===== config.mk =====
export PLATFORM = sky130hd
export DESIGN_NAME = branch_seq_unit
export DESIGN_NICKNAME = d
export VERILOG_FILES = /design/src/rtl/branch_seq_unit.sv
export SDC_FILE = /design/constraint.sdc
export NUM_CORES = 1
export LEC_CHECK = 0
export BUFFER_PORTS_ARGS = -buffer_cell sky130_fd_sc_hd__buf_4
export CAP_MARGIN = 30
export CORE_MARGIN = 4
export CORE_UTILIZATION = 45
export CTS_CLUSTER_SIZE = 12
export DETAILED_ROUTE_END_ITERATION = 10
export GPL_TIMING_DRIVEN = 0
export PLACE_DENSITY = 0.72
export REMOVE_ABC_BUFFERS = 1
export SLEW_MARGIN = 25
export SYNTH_ARGS = -nofsm -noshare
export SYNTH_HDL_FRONTEND = slang
export SYNTH_SLANG_ARGS = --single-unit

===== constraint.sdc =====
create_clock -name clk_i -period 6.05 [get_ports clk_i]
set_clock_uncertainty 0.2 [all_clocks]
set_input_delay 0 -clock clk_i [delete_from_list [all_inputs] [get_ports clk_i]]
set_output_delay 0 -clock clk_i [all_outputs]
set_load 0.02 [all_outputs]

===== src/rtl/branch_seq_unit.sv =====
// SPARC PC/nPC sequencer: computes Bicc/CALL/JMPL targets, evaluates icc,
// and applies delayed-branch and annul rules for the decode/fetch boundary.
module branch_seq_unit #(
  parameter int unsigned          ADDR_W      = 32,
  parameter int unsigned          BR_DISP_W   = 22,
  parameter int unsigned          CALL_DISP_W = 30,
  parameter logic [ADDR_W-1:0]    RESET_PC    = '0
) (
  input  logic                   clk_i,
  input  logic                   reset_i,
  input  logic                   stall_i,
  input  logic                   valid_in_i,
  input  logic [1:0]             br_type_i,
  input  logic [3:0]             cond_i,
  input  logic                   annul_bit_i,
  input  logic [3:0]             icc_i,
  input  logic [CALL_DISP_W-1:0] disp_i,
  input  logic [ADDR_W-1:0]      jmpl_target_i,
  output logic [ADDR_W-1:0]      pc_o,
  output logic [ADDR_W-1:0]      npc_o,
  output logic                   squash_o,
  output logic                   taken_o,
  output logic [ADDR_W-1:0]      link_pc_o,
  output logic                   misalign_o
);

  typedef enum logic [1:0] {
    BR_NONE = 2'b00,
    BR_BICC = 2'b01,
    BR_CALL = 2'b10,
    BR_JMPL = 2'b11
  } br_type_e;

  logic [ADDR_W-1:0] pc_q, npc_q;
  logic              squash_q, misalign_q;
  logic [ADDR_W-1:0] pc_d, npc_d;
  logic              squash_d, misalign_d;

  logic              eff;
  br_type_e          br_eff;
  logic              n_f, z_f, v_f, c_f;
  logic              cond_base, cond_true;
  logic [BR_DISP_W-1:0] br_disp;
  logic [ADDR_W-1:0] br_off, call_off, target;

  assign eff    = valid_in_i & ~squash_q;
  assign br_eff = eff ? br_type_e'(br_type_i) : BR_NONE;
  assign {n_f, z_f, v_f, c_f} = icc_i;

  // cond[3] inverts the base test, so BA is the inverse of BN, etc.
  always_comb begin
    cond_base = 1'b0;
    unique case (cond_i[2:0])
      3'd0: cond_base = 1'b0;
      3'd1: cond_base = z_f;
      3'd2: cond_base = z_f | (n_f ^ v_f);
      3'd3: cond_base = n_f ^ v_f;
      3'd4: cond_base = c_f | z_f;
      3'd5: cond_base = c_f;
      3'd6: cond_base = n_f;
      3'd7: cond_base = v_f;
      default: cond_base = 1'b0;
    endcase
  end
  assign cond_true = cond_base ^ cond_i[3];

  assign br_disp  = disp_i[BR_DISP_W-1:0];
  assign br_off   = {{(ADDR_W-BR_DISP_W){br_disp[BR_DISP_W-1]}}, br_disp} << 2;
  assign call_off = {{(ADDR_W-CALL_DISP_W){disp_i[CALL_DISP_W-1]}}, disp_i} << 2;

  always_comb begin
    target  = npc_q + ADDR_W'(4);
    taken_o = 1'b0;
    unique case (br_eff)
      BR_BICC: begin
        taken_o = cond_true;
        target  = pc_q + br_off;
      end
      BR_CALL: begin
        taken_o = 1'b1;
        target  = pc_q + call_off;
      end
      BR_JMPL: begin
        taken_o = 1'b1;
        target  = {jmpl_target_i[ADDR_W-1:2], 2'b00};
      end
      default: ;
    endcase
  end

  always_comb begin
    pc_d       = npc_q;
    npc_d      = taken_o ? target : npc_q + ADDR_W'(4);
    squash_d   = (br_eff == BR_BICC) & annul_bit_i & (~cond_true | (cond_i == 4'b1000));
    misalign_d = misalign_q | ((br_eff == BR_JMPL) & (|jmpl_target_i[1:0]));
  end

  always_ff @(posedge clk_i) begin
    if (reset_i) begin
      pc_q       <= RESET_PC;
      npc_q      <= RESET_PC + ADDR_W'(4);
      squash_q   <= 1'b0;
      misalign_q <= 1'b0;
    end else if (!stall_i) begin
      pc_q       <= pc_d;
      npc_q      <= npc_d;
      squash_q   <= squash_d;
      misalign_q <= misalign_d;
    end
  end

  assign pc_o       = pc_q;
  assign npc_o      = npc_q;
  assign squash_o   = squash_q;
  assign misalign_o = misalign_q;
  assign link_pc_o  = pc_q;

endmodule


==> results_dict.tcl <==
set metrics [dict create \
    ys_seq_area_frac 0.243 \
    relSlewSlack 0.350 \
    fin_crit_ns 4.16 \
    worst_slew_pin_slew_ns 0.975 \
    worstSetupStartpointType "register" \
    yosysMostFrequentCell "nor2_1" \
    antenna_found_initial 0 \
    synthFlopType "dfxtp_1" \
    status "finished clean" \
    ioPinCount 176 \
    slew_viol_final 0 \
    async_reset_ff_frac 0 \
    dr.pass1.iters 5 \
    initial_core_util 0.469 \
    critical_path.max_stage_delay_ns 0.65 \
    viasPerCell 5.87 \
    synth-seq-cells 66 \
    synthCells 713 \
    clock_latency_ns 0.35 \
    holdCritPathClass "primary input to register" \
    ys_warn_count 0 \
    synth.avg_cell_area_um2 7.64 \
    fin_util 0.624 \
    cts_tree "done" \
    yosys.area.top_type_share 0.243 \
    std_cell_rows 39 \
    final_area_um2 7250 \
    rsz0062_at_grt "no" \
    detail_route.wirelength.met1_um 7660 \
    port_buffers 175 \
    dpl.hpwl_um 12200 \
    wl_met2_um 8670 \
    synth.distinct_cells 76 \
    ant_nets 0 \
    top_layer_used "met4" \
    drive_gt1_frac 0.245 \
    gp_congestion 0.958 \
    root_buffer "clkbuf_16" \
    critPathMaxFanout 32 \
    area_delta_synth_final_pct 33.2 \
    drt_wl_total_um 17800 \
    critical_path_class "register to register" \
    clkTransAtPathRegs_ns 0.06 \
    wl_met3_um 1050 \
    vias 5961 \
    arrival_ns 4.20 \
    track_usage 0.251 \
    end_kind "register" \
    die_area_um2 13900 \
    n_antenna_cell 0 \
    synthTopCellsByArea "dfxtp_1, ha_1, mux2i_1" \
    leakagePower_nw 3.35 \
    min_period_over_period 0.687 \
    peakVddDrop_mv 0.141 \
    die_w_um 118 \
    cts_max_path_buffers 2 \
    grt_max_degree 70 \
    path_cells "nor2b_1, and2_1, inv_1, ha_1, nor2_1, o22a_1, o211a_2, inv_4, nor2_2, a31oi_1, o21ai_0, a21oi_1, dlygate4sd3_1" \
    die_y_um 118 \
    max_cap_viol_count 0 \
    yosysTopAreaCell "dfxtp_1" \
    grt_pass1_wl_um 29400 \
    syn_area_um2 5440 \
    numCtsBuffers 9 \
    drc 0 \
    drtIter0Drc 424 \
    setup-tns-final_ns 0 \
    synth_edf_count 0 \
    h-tree-depth 3 \
    required_ns 6.09 \
    fin_nets 979 \
    max_freq_mhz 241 \
    grt_overflow_total 0 \
    crit_slowest_cell "o211a_2" \
    wl_per_cell_um 17.5 \
    grt_pass1_vias 5858 \
    postPlaceCellArea_um2 6540 \
    power_mw 1.43 \
    synth_top_cells_by_count "nor2_1, nand2_1, dfxtp_1" \
    fillers 1026 \
    clkSinkCount 66 \
    powerDensity_nw_per_um2 197 \
    core_um2 11600 \
    setup_violations 0 \
    finalHoldViolCount 0 \
]
-- placed cells by master, fill, tap and decap left out, types with 12 or more instances in the layout --
cell type      Yosys  final
nand2_1           72     72
nand3_1           19     19
nor2_1            77     77
a31oi_1           16     16
ha_1              34     33
mux2i_1           36     36
xnor2_1           15     15
dfxtp_1           66     66
o21ai_0           38     38
and3_1            19     19
inv_1             18     18
a21oi_1           59     59
dlygate4sd3_1      0     37
nor3_1            12     12
buf_4             33    175
-- per-layer routing --
metal / vias up / global-route usage
met1: 2830 / 0.315
met5: - / 0
li1: 2889 / -
met4: 0 / 0.0886
met2: 210 / 0.428
met3: 32 / 0.0509
-- critical path: cells and delay by family, from the launching register on --
family          cells  cell delay, ns
buf+inv             3            0.94
simple gates        4            1.09
fa+ha+maj           1            0.33
compound gates      5            1.14
flops               1            0.33
-- stage by stage --
stage | setup slack, ns | hold slack, ns | std cells
2_1_floorplan | 2.71 | -0.131 | 644
3_3_place_gp | 1.84 | 0.0908 | 962
3_5_place_dp | 2.07 | 0.0951 | 962
4_1_cts | 1.65 | 0.0338 | 1015
5_1_grt | 1.62 | 0.0975 | 1015
6_report | 1.89 | 0.0400 | 1015
-- power by group --
part	leakage, nW	switching (mW)	internal, mW
combinational	2.65	0.185	0.150
clock	0.169	0.218	0.403
sequential	0.535	0.0240	0.451
total	3.35	0.427	1.00
-- state kept, by name (all words and copies together) (netlist names) --
register and count:
squash_o 1, misalign_o 1, link_pc_o 32, npc_o 32
-- path summary, 6_finish.rpt --
| check | start | cells after the start | slack, ns | to |
|---|---|---|---|---|
| hold / removal | disp_i[29] | 7 | 0.04 | npc_o[31]$_SDFFE_PP0N_ |
| setup / recovery | squash_o$_SDFFE_PP0N_ | 13 | 1.89 | npc_o[12]$_SDFFE_PP0N_ |
| hold reg to reg | misalign_o$_SDFFE_PP0N_ | 2 | 0.29 | misalign_o$_SDFFE_PP0N_ |
| setup reg to reg | squash_o$_SDFFE_PP0N_ | 13 | 1.89 | npc_o[12]$_SDFFE_PP0N_ |
-- final cells by class --
cell class              instances  area, um^2  share of cell area
well taps                     143         179              0.0247
clock buffers                   9         225              0.0311
clock inverters                 7         118              0.0162
flip-flops and latches         66        1320               0.182
inverters                      19        73.8              0.0102
repair buffers                212        1680               0.232
multi-input cells             559        3650               0.503
-- what timing repair did --
item / in CTS / in global routing
endpoints found under the setup margin: 0 / 0
buffers inserted: 0 / 0
gates resized for setup: 0 / 0
hold buffers: 37 / 0
endpoints found under the hold margin: 54 / 0
-- cells by family after synthesis --
kind of cell | Yosys count | synth area share
and+or+nand+nor | 252 | 0.221
AOI/OAI and AO/OA | 215 | 0.266
buffers and inverters | 88 | 0.0876
DFF | 66 | 0.243
muxes | 37 | 0.0683
adders and majority gates | 35 | 0.0818
xor gates and xnor gates | 20 | 0.0322
Power figures use the tool's default switching activity.
